--- config.mk ---
export PLATFORM = sky130hd
export DESIGN_NAME = strela_config_loader
export DESIGN_NICKNAME = d
export VERILOG_FILES = /design/src/rtl/strela_cfg_pkg.sv /design/src/rtl/strela_cfg_fifo.sv /design/src/rtl/strela_config_loader.sv
export SDC_FILE = /design/constraint.sdc
export NUM_CORES = 1
export LEC_CHECK = 0
export BUFFER_PORTS_ARGS = -buffer_cell sky130_fd_sc_hd__buf_4
export CAP_MARGIN = 0
export CORE_ASPECT_RATIO = 2
export CORE_MARGIN = 5
export CORE_UTILIZATION = 40
export CTS_BUF_LIST = sky130_fd_sc_hd__clkbuf_8 sky130_fd_sc_hd__clkbuf_16
export DETAILED_ROUTE_END_ITERATION = 6
export PLACE_DENSITY_LB_ADDON = 0.2
export SETUP_SLACK_MARGIN = 0.1
export SYNTH_ARGS = -nofsm -noshare
export SYNTH_HDL_FRONTEND = slang
export SYNTH_SLANG_ARGS = --single-unit
--- constraint.sdc ---
create_clock -name clk_i -period 3.59 [get_ports clk_i]
set_clock_uncertainty 0.05 [all_clocks]
set_input_delay 0.718 -clock clk_i [delete_from_list [all_inputs] [get_ports clk_i]]
set_output_delay 0.718 -clock clk_i [all_outputs]
set_load 0.01 [all_outputs]
--- src/rtl/strela_cfg_pkg.sv ---
// Shared types and constants for the STRELA configuration loader.
package strela_cfg_pkg;

  typedef enum logic [1:0] {
    IDLE  = 2'd0,
    FETCH = 2'd1,
    DRAIN = 2'd2
  } cfg_loader_state_e;

  localparam int unsigned CFG_WORD_BYTES         = 4;
  localparam int unsigned CFG_FIFO_DEPTH_DEFAULT = 2;

endpackage

--- src/rtl/strela_cfg_fifo.sv ---
// Registered synchronous FIFO (no fall-through); head is forced to zero while empty.
module strela_cfg_fifo #(
  parameter int unsigned WIDTH = 32,
  parameter int unsigned DEPTH = 2
) (
  input  logic                       clk_i,
  input  logic                       rst_ni,
  input  logic                       push_i,
  input  logic [WIDTH-1:0]           wdata_i,
  input  logic                       pop_i,
  output logic [WIDTH-1:0]           rdata_o,
  output logic                       empty_o,
  output logic                       full_o,
  output logic [$clog2(DEPTH+1)-1:0] count_o
);

  localparam int unsigned PTR_W = $clog2(DEPTH);
  localparam int unsigned CNT_W = $clog2(DEPTH + 1);

  logic [WIDTH-1:0] mem_q [DEPTH];
  logic [PTR_W-1:0] wr_ptr_q, rd_ptr_q;
  logic [CNT_W-1:0] count_q;
  logic             push_ok, pop_ok;

  assign empty_o = (count_q == '0);
  assign full_o  = (count_q == CNT_W'(DEPTH));
  assign count_o = count_q;
  assign push_ok = push_i && !full_o;
  assign pop_ok  = pop_i && !empty_o;
  assign rdata_o = empty_o ? '0 : mem_q[rd_ptr_q];

  always_ff @(posedge clk_i) begin
    if (push_ok) mem_q[wr_ptr_q] <= wdata_i;
  end

  // DEPTH is a power of two, so the pointers wrap naturally.
  always_ff @(posedge clk_i or negedge rst_ni) begin
    if (!rst_ni) begin
      wr_ptr_q <= '0;
      rd_ptr_q <= '0;
      count_q  <= '0;
    end else begin
      if (push_ok) wr_ptr_q <= wr_ptr_q + 1'b1;
      if (pop_ok)  rd_ptr_q <= rd_ptr_q + 1'b1;
      case ({push_ok, pop_ok})
        2'b10:   count_q <= count_q + 1'b1;
        2'b01:   count_q <= count_q - 1'b1;
        default: count_q <= count_q;
      endcase
    end
  end

endmodule

--- src/rtl/strela_config_loader.sv ---
// Fetches a configuration bitstream over an OBI read port and streams it to the fabric.
// Optional STRELA_CFG_LOADER_CHECKSUM_EN adds checksum_o (XOR of the accepted words).
module strela_config_loader
  import strela_cfg_pkg::*;
#(
  parameter int unsigned FIFO_DEPTH = CFG_FIFO_DEPTH_DEFAULT,
  parameter int unsigned NW_W       = 16
) (
  input  logic            clk_i,
  input  logic            rst_ni,
  input  logic            start_i,
  input  logic [31:0]     base_addr_i,
  input  logic [NW_W-1:0] num_words_i,
  output logic            mem_req_o,
  output logic [31:0]     mem_addr_o,
  input  logic            mem_gnt_i,
  input  logic            mem_rvalid_i,
  input  logic [31:0]     mem_rdata_i,
  output logic            cfg_valid_o,
  output logic [31:0]     cfg_data_o,
  input  logic            cfg_ready_i,
  output logic            done_o,
  output logic            stall_o
`ifdef STRELA_CFG_LOADER_CHECKSUM_EN
  ,
  output logic [31:0]     checksum_o
`endif
);

  localparam int unsigned CNT_W = $clog2(FIFO_DEPTH + 1);

  cfg_loader_state_e state_q;
  logic [31:0]       addr_q;
  logic [NW_W-1:0]   num_q, issued_q, accepted_q;
  logic [CNT_W-1:0]  outstanding_q, outstanding_d, fifo_count;
  logic [CNT_W:0]    credit_used;
  logic              req_hold_q, credit_ok, gnt, push, pop, start_ok;
  logic              fifo_empty, fifo_full;

  assign start_ok = (state_q == IDLE) && start_i && (num_words_i != '0);
  assign push     = mem_rvalid_i && (state_q != IDLE) && !fifo_full;
  assign pop      = cfg_valid_o && cfg_ready_i;

  // A word leaving the FIFO this cycle frees its slot, which keeps zero-wait loads at one word per cycle.
  assign credit_used = (CNT_W+1)'(outstanding_q) + (CNT_W+1)'(fifo_count) - (CNT_W+1)'(pop);
  assign credit_ok   = credit_used < (CNT_W+1)'(FIFO_DEPTH);

  assign mem_req_o  = (state_q == FETCH) && (issued_q < num_q) && (req_hold_q || credit_ok);
  assign mem_addr_o = addr_q;
  assign gnt        = mem_req_o && mem_gnt_i;
  assign stall_o    = mem_req_o && !mem_gnt_i;
  assign done_o     = (state_q == IDLE);
  assign cfg_valid_o = !fifo_empty;

  always_comb begin
    outstanding_d = outstanding_q;
    case ({gnt, push})
      2'b10:   outstanding_d = outstanding_q + 1'b1;
      2'b01:   outstanding_d = outstanding_q - 1'b1;
      default: outstanding_d = outstanding_q;
    endcase
  end

  always_ff @(posedge clk_i or negedge rst_ni) begin
    if (!rst_ni) begin
      state_q       <= IDLE;
      addr_q        <= '0;
      num_q         <= '0;
      issued_q      <= '0;
      accepted_q    <= '0;
      outstanding_q <= '0;
      req_hold_q    <= 1'b0;
    end else begin
      outstanding_q <= outstanding_d;
      req_hold_q    <= mem_req_o && !mem_gnt_i;
      unique case (state_q)
        IDLE: begin
          if (start_ok) begin
            addr_q     <= base_addr_i & 32'hFFFF_FFFC;
            num_q      <= num_words_i;
            issued_q   <= '0;
            accepted_q <= '0;
            state_q    <= FETCH;
          end
        end
        FETCH: begin
          if (gnt) begin
            issued_q <= issued_q + 1'b1;
            addr_q   <= addr_q + 32'(CFG_WORD_BYTES);
            if (issued_q + 1'b1 == num_q) state_q <= DRAIN;
          end
          if (pop) accepted_q <= accepted_q + 1'b1;
        end
        DRAIN: begin
          if (pop) begin
            accepted_q <= accepted_q + 1'b1;
            if (accepted_q + 1'b1 == num_q) state_q <= IDLE;
          end
        end
        default: state_q <= IDLE;
      endcase
    end
  end

  strela_cfg_fifo #(
    .WIDTH (32),
    .DEPTH (FIFO_DEPTH)
  ) u_resp_fifo (
    .clk_i   (clk_i),
    .rst_ni  (rst_ni),
    .push_i  (push),
    .wdata_i (mem_rdata_i),
    .pop_i   (pop),
    .rdata_o (cfg_data_o),
    .empty_o (fifo_empty),
    .full_o  (fifo_full),
    .count_o (fifo_count)
  );

`ifdef STRELA_CFG_LOADER_CHECKSUM_EN
  logic [31:0] checksum_q;

  always_ff @(posedge clk_i or negedge rst_ni) begin
    if (!rst_ni)       checksum_q <= '0;
    else if (start_ok) checksum_q <= '0;
    else if (pop)      checksum_q <= checksum_q ^ cfg_data_o;
  end

  assign checksum_o = checksum_q;
`endif

endmodule

==> Word-level counts from Yosys, hierarchy flattened <==
Memories as Yosys holds them, arrays and structs flattened.
Cells that the tools add are included.
Widths: inputs -> output; s select.
{ "word_totals": {"ff_bits": 89, "ram_bits": 64, "input_bits": 86, "out_inout_bits": 68, "wordCells": 86, "mem_count": 1} }
{ "classes": {"n_addsub": 11, "order_cmp": 2, "eq_ne": 15, "mux": 19, "reduce_logical": 28} }
{ "memory_table": {"columns": ["memory", "words", "width", "rd", "rd_clocked_by_memory_dff", "write_ports", "line_no", "rtl"], "rows": [
  ["u_resp_fifo.mem_q", 2, 32, 1, 0, 1, "strela_cfg_fifo.sv:20", "logic [WIDTH-1:0] mem_q [DEPTH];"]
]} }
{ "op_table": {"columns": ["cell", "count"], "rows": [
  ["$mux 32", 3],
  ["$pmux 16 s2", 2],
  ["$pmux 32 s2", 1],
  ["$mux 16", 3],
  ["$add 16x1->16 const B", 2],
  ["$add 32x3->32 const B", 1],
  ["$eq 16x16->1", 2],
  ["$lt 16x16->1", 1],
  ["$reduce_bool 16->1", 1],
  ["$logic_and 1x1->1", 11],
  ["$mux 2", 5],
  ["$reduce_bool 2->1", 5],
  ["$eq 2x2->1 const B", 4],
  ["$pmux 2 s2", 2],
  ["$eq 2x1->1 const B", 3],
  ["$ne 2x1->1 const B", 3],
  ["$ne 2x2->1 const B", 3],
  ["$pmux 2 s3", 1],
  ["$reduce_and 3->1", 2],
  ["$reduce_and 5->1", 1],
  ["$add 2x1->2 const B", 2],
  ["$logic_not 2->1", 2],
  ["$sub 2x1->2 const B", 2],
  ["$add 2x2->3", 1],
  ["8 further kinds", 12]
]} }

==> Longest topological paths before layout <==
{ "depth": {"ltp_word": 10, "mapped_depth": 17, "depth_no_buf": 14} }

==> By module <==
Synthesis repeated with hierarchy kept, for this count alone.
{ "hier_totals": {"cells_unflattened": 857, "hier_area_um2": 8683.3} }
{ "modules_own_cells": {"columns": ["mod", "n_inst", "cells_each", "area_each_um2", "seq_area_each_um2"], "rows": [
  ["strela_config_loader", 1, 704, 6065.8, 2077.0],
  ["strela_cfg_fifo", 1, 153, 2617.5, 2021.9]
]} }

==> Worst setup path before layout <==
No wires, ideal clock.
{ "synth_path": {"kind": "in2out", "startpoint": "in cfg_ready_i", "endpoint": "out stall_o", "arrival_time_ns": 2.781, "required_time_ns": 2.822, "slack_ns": 0.041, "stages": 10, "path_buffers": 0, "cell_sequence": "o21ai_1 inv_1 ha_1 nand2b_1 fa_1 xor2_1 a21oi_1 a2111oi_2 and3_1 nor2b_1"} }
{ "synth_between": {"elab_chain_cells": 6} }
{ "synth_rtl": {"columns": ["item", "line_no", "rtl"], "rows": [
  ["start, declared", "strela_config_loader.sv:21", "input logic cfg_ready_i,"],
  ["$logic_and 1x1->1", "strela_config_loader.sv:42", "assign pop = cfg_valid_o && cfg_ready_i;"],
  ["$sub 3x1->3", "strela_config_loader.sv:45", "assign credit_used = (CNT_W+1)'(outstanding_q) + (CNT_W+1)'(fifo_count) - (CNT_W+1)'(pop);"],
  ["$lt 3x2->1", "strela_config_loader.sv:46", "assign credit_ok = credit_used < (CNT_W+1)'(FIFO_DEPTH);"],
  ["$logic_or 1x1->1", "strela_config_loader.sv:48", "assign mem_req_o = (state_q == FETCH) && (issued_q < num_q) && (req_hold_q || credit_ok);"],
  ["$logic_and 1x1->1", "strela_config_loader.sv:48", null],
  ["via mem_req_o", "strela_config_loader.sv:14", "output logic mem_req_o,"],
  ["$logic_and 1x1->1", "strela_config_loader.sv:51", "assign stall_o = mem_req_o && !mem_gnt_i;"],
  ["end, declared", "strela_config_loader.sv:23", "output logic stall_o"]
]} }
The timed path passes the listed nets, and every way through them passes these cells.

==> Worst setup path in the final report <==
{ "layout_path": {"startpoint": "reg u_resp_fifo.count_q[0] (netlist: u_resp_fifo.count_o[0])", "endpoint": "out stall_o"} }
{ "layout_between": {"elab_chain_cells": 8, "word_cells_on_any_way": 9, "cone_classes": "add/sub: 2; order compare: 1; reduce/logical: 6"} }
{ "layout_rtl": {"columns": ["item", "line_no", "rtl"], "rows": [
  ["start, declared", "strela_cfg_fifo.sv:22", "logic [CNT_W-1:0] count_q;"],
  ["start signal, assigned", "strela_cfg_fifo.sv:46", "2'b10: count_q <= count_q + 1'b1;"],
  ["start signal, assigned", "strela_cfg_fifo.sv:47", "2'b01: count_q <= count_q - 1'b1;"],
  ["start signal, assigned", "strela_cfg_fifo.sv:48", "default: count_q <= count_q;"],
  ["branches (longest 3 deep; another with $add 2x2->3)", null, null],
  ["$sub 3x1->3 (*)", "strela_config_loader.sv:45", null],
  ["$lt 3x2->1 (*)", "strela_config_loader.sv:46", null],
  ["$logic_or 1x1->1 (*)", "strela_config_loader.sv:48", null],
  ["$logic_and 1x1->1 (*)", "strela_config_loader.sv:48", null],
  ["$logic_and 1x1->1 (*)", "strela_config_loader.sv:51", null]
]} }
Every way passes the cells marked *.

==> reports/results.txt <==
The worst setup path is of the flip-flop to primary output kind. The detailed-route wire length was 22300 um; the setup slack of the critical path after layout was -0.0187 ns. In this run the number of H-tree levels came out at 4. The run gives 3980 um^2 as the area of the multi-input gates. Max-cap violations in this run came to 0. The worst min-delay path class is input pin to asynchronous set/reset pin. Startpoint of the worst register-to-register path: u_resp_fifo.count_o[0]$_DFFE_PN0P_. The commonest cells after synthesis are 88 x sky130_fd_sc_hd__nand2_1, 87 x sky130_fd_sc_hd__dfrtp_1, 70 x sky130_fd_sc_hd__nor2_1, 64 x sky130_fd_sc_hd__edfxtp_1, 64 x sky130_fd_sc_hd__o21ai_0.

The most critical setup path has its startpoint at u_resp_fifo.count_o[0]$_DFFE_PN0P_. Buffers inserted during clock tree synthesis total 17. The pin count of the biggest net entering global routing is 59, and the x dimension of the die is 112 um.

TritonCTS built the clock tree. The fraction of post-synthesis cell area in the top cell type by area works out to 0.261. Walking the worst path, the cells encountered are o21ai_2 -> inv_1 -> ha_1 -> nand2b_4 -> fa_2 -> a21oi_4 -> a2111oi_4 -> and3_4 -> nor2b_4 -> buf_6. The buffer levels on the longest clock path was 2. Setup repair after global routing could not meet its margin everywhere.

The number of antenna violations at the first check in global routing is 0, and the number of warnings reported in the yosys synthesis log is 0. During I/O placement, the number of pins put on the boundary was 154. The clock period minus worst slack was 3.61 ns; the worst relative slew slack was 0.325. The largest stage delay on the critical path is 0.55 ns. The tools report the via count as 6825.

Library cell with the largest summed area after synthesis: sky130_fd_sc_hd__dfrtp_1. The power per cell area came out at 683 nW/um^2. The share of the clock period used by the worst path after layout was 1.01; the routed wirelength normalized by instance count was 17.4 um. The number of hold violations in the final report came out at 0.

The top cell family by delay on the critical path was adder cells. Relative to the synthesized area, the layout overhead comes to 26.8%. The overall fraction of global-route tracks in use is 0.189, and the antenna violation net count after detailed routing is 0. Port buffering added 149 buffers.

Layout cell share with drive strength beyond 1: 0.240. The first global-routing pass estimated 36000 um of wire. After synthesis the netlist holds a flip-flop and latch count of 151. Detailed placement ended at an HPWL of 16600 um.

Derived from the worst setup path, the maximum achievable clock frequency is 0.277 GHz. In the final layout, flip-flops and latches occupy 4100 um^2. The first-pass iteration count of the detailed router was 4. The worst-case hold slack is 0.306 ns, and the post-synthesis instance area is 8350 um^2. The run gives 6989 as the via count of the first global-routing pass.

The total power is 7.23 mW, and the global route total overflow is 0. For the post-synthesis sequential area ratio, the log shows 0.491. The worst vdd rail ir drop was 0.000410 V. The average instance area after synthesis works out to 9.95 um^2. Along the worst path, the maximum fanout reaches 2.

The critical-path cell with the highest stage delay was sky130_fd_sc_hd__fa_2. The post-placement cell count was 1243; the number of flops mapped to enable cells by yosys was 64. Once placement finished, the instance area stood at 9950 um^2. The die covers 24100 um^2. Signal arrival time at the worst endpoint: 2.84 ns.

The count of cell types in the netlist is 62. In the post-synthesis netlist, the cell with the most instances is sky130_fd_sc_hd__nand2_1. The floorplan step set the die height to 214 um. Site row count: 74. The run finished, with violations left. The number of instances in the synthesized netlist is 840. The tools report the clock root buffer as sky130_fd_sc_hd__clkbuf_16. The run gives 4.50 nW as the total leakage power.

The fraction of registers with async set or reset after synthesis is 0.576. The top flip-flop cell by instance count after synthesis was sky130_fd_sc_hd__dfrtp_1. Yosys attributes the largest share of cell area to sky130_fd_sc_hd__dfrtp_1 26%, sky130_fd_sc_hd__edfxtp_1 23%, sky130_fd_sc_hd__mux2i_1 4.6%. The tools report the TritonCTS sink count as 151.

At the pin with the least slew margin, the transition time is 1.01 ns. The clock slew seen by the registers of the worst setup and hold paths came out at 0.06 ns. The total of endpoints with negative setup slack in the final report is 1.

Using the TritonRoute via totals, the vias-per-cell ratio works out to 5.35. Counting both buffers and inverters, the worst setup path holds a total of 2. For the global placer's final weighted congestion, the log shows 0.870. The layout has 1932 filler cells. The core footprint was 20600 um^2; the accumulated negative setup slack was -0.0187 ns. The detailed router finished its first iteration with 337 violations.

The max-slew violation count was 0; the non-filler instance count after layout was 1276. For the worst setup path, the data required time is 2.82 ns. OpenSTA, run right after detailed placement, puts the worst setup slack at -0.0855 ns. The post-route cell area was 10600 um^2. The worst setup path is captured at a primary output. The run gives 0.43 ns as the clock latency of the later-clocked register in the worst-skew pair. In the routed design, unresolved DRC markers number 0. The initial cell density of the core is 0.406. The net count of the finished layout is 1110.

After clock tree synthesis, the flow added hold-fix buffers numbering 0. The utilization of the core after routing was 0.516. The final reports fail on negative setup slack. The number of antenna diodes in the final layout is 0. STA classifies the critical path startpoint as a flip-flop.
==> sequential cells by signal, summed over array words and instances, names as in the netlist <==
name / count
u_resp_fifo.mem_q: 64
mem_addr_o: 30
accepted_q: 16
issued_q: 16
num_q: 16
outstanding_q: 2
state_q: 2
u_resp_fifo.count_o: 2
req_hold_q: 1
u_resp_fifo.rd_ptr_q: 1
u_resp_fifo.wr_ptr_q: 1
==> routing by layer <==
metal / global-route usage / vias up / share of wire
met5: 0 / - / 0
met4: 0.0999 / 0 / 0.039
met3: 0.0350 / 49 / 0.036
met2: 0.350 / 166 / 0.56
met1: 0.197 / 3270 / 0.37
li1: - / 3340 / -
==> cell families after synthesis <==
kind of cell,synth area share
adder cells (fa/ha/maj),0.0413
other,0.000449
AND/OR/NAND/NOR,0.163
flip-flops,0.491
multiplexers,0.0469
AO/OA/AOI/OAI,0.160
XOR/XNOR,0.0556
buffers and inverters,0.0422
==> worst reg2reg max path, cell delays in order, from the launching register on <==
cell	delay (ns)
sky130_fd_sc_hd__dfrtp_1	0.39
sky130_fd_sc_hd__o21ai_2	0.16
sky130_fd_sc_hd__inv_1	0.06
sky130_fd_sc_hd__ha_1	0.26
sky130_fd_sc_hd__nand2b_4	0.14
sky130_fd_sc_hd__fa_2	0.55
sky130_fd_sc_hd__a21oi_4	0.07
sky130_fd_sc_hd__a2111oi_4	0.29
sky130_fd_sc_hd__and4_1	0.29
sky130_fd_sc_hd__buf_4	0.14
sky130_fd_sc_hd__nand2_1	0.10
sky130_fd_sc_hd__nor4_1	0.31
sky130_fd_sc_hd__buf_4	0.17
sky130_fd_sc_hd__o21ai_2	0.05
sky130_fd_sc_hd__mux2i_1	0.13
==> layout make-up <==
class | count | area share
Sequential cell | 151 | 0.387
Clock buffer | 17 | 0.0401
Clock inverter | 15 | 0.0148
Timing Repair Buffer | 183 | 0.137
Multi-Input combinational cell | 605 | 0.375
Inverter | 39 | 0.0138
Tap cell | 266 | 0.0314
==> layout by cell type (no fill, tap or decap), types with 7 or more instances in the layout <==
master	count
sky130_fd_sc_hd__o31ai_1	18
sky130_fd_sc_hd__nor2b_1	7
sky130_fd_sc_hd__nor2_1	68
sky130_fd_sc_hd__and2_1	7
sky130_fd_sc_hd__a21oi_1	52
sky130_fd_sc_hd__a2bb2oi_1	19
sky130_fd_sc_hd__dfrtp_1	86
sky130_fd_sc_hd__clkbuf_16	17
sky130_fd_sc_hd__nand4_1	12
sky130_fd_sc_hd__nand2_1	88
sky130_fd_sc_hd__edfxtp_1	64
sky130_fd_sc_hd__xor2_1	15
sky130_fd_sc_hd__xnor2_1	37
sky130_fd_sc_hd__nand3_1	37
sky130_fd_sc_hd__and3_1	11
sky130_fd_sc_hd__buf_4	175
sky130_fd_sc_hd__o22ai_1	13
sky130_fd_sc_hd__nand2b_1	11
sky130_fd_sc_hd__ha_1	25
sky130_fd_sc_hd__mux2i_1	38
sky130_fd_sc_hd__inv_1	39
sky130_fd_sc_hd__o21ai_0	64
==> power breakdown <==
group	switching (mW)	leakage, nW	internal [mW]
clock	0.742	0.288	1.03
sequential	0.350	1.64	2.14
combinational	1.55	2.58	1.43
==> what timing repair did <==
item                       in CTS  in global routing
setup endpoints to repair       2                  9
resized for setup              10                  0
setup buffers                   1                  0
cloned                          0                  0
pin swaps                       6                  4
==> worst paths after layout <==
path	to	slack (ns)	cells past startpoint
worst max-delay path	stall_o	-0.02	10
worst min-delay path	accepted_q[12]$_DFFE_PN0P_	0.31	1
worst max register to register	state_q[0]$_DFFE_PN0P_	0.31	14
worst min register to register	u_resp_fifo.wr_ptr_q$_DFFE_PN0P_	0.47	1
max in group asynchronous	issued_q[15]$_DFFE_PN0P_	2.54	2
min in group clk_i	u_resp_fifo.mem_q[1][21]$_DFFE_PP_	0.41	1
Power figures use the tool's default switching activity.
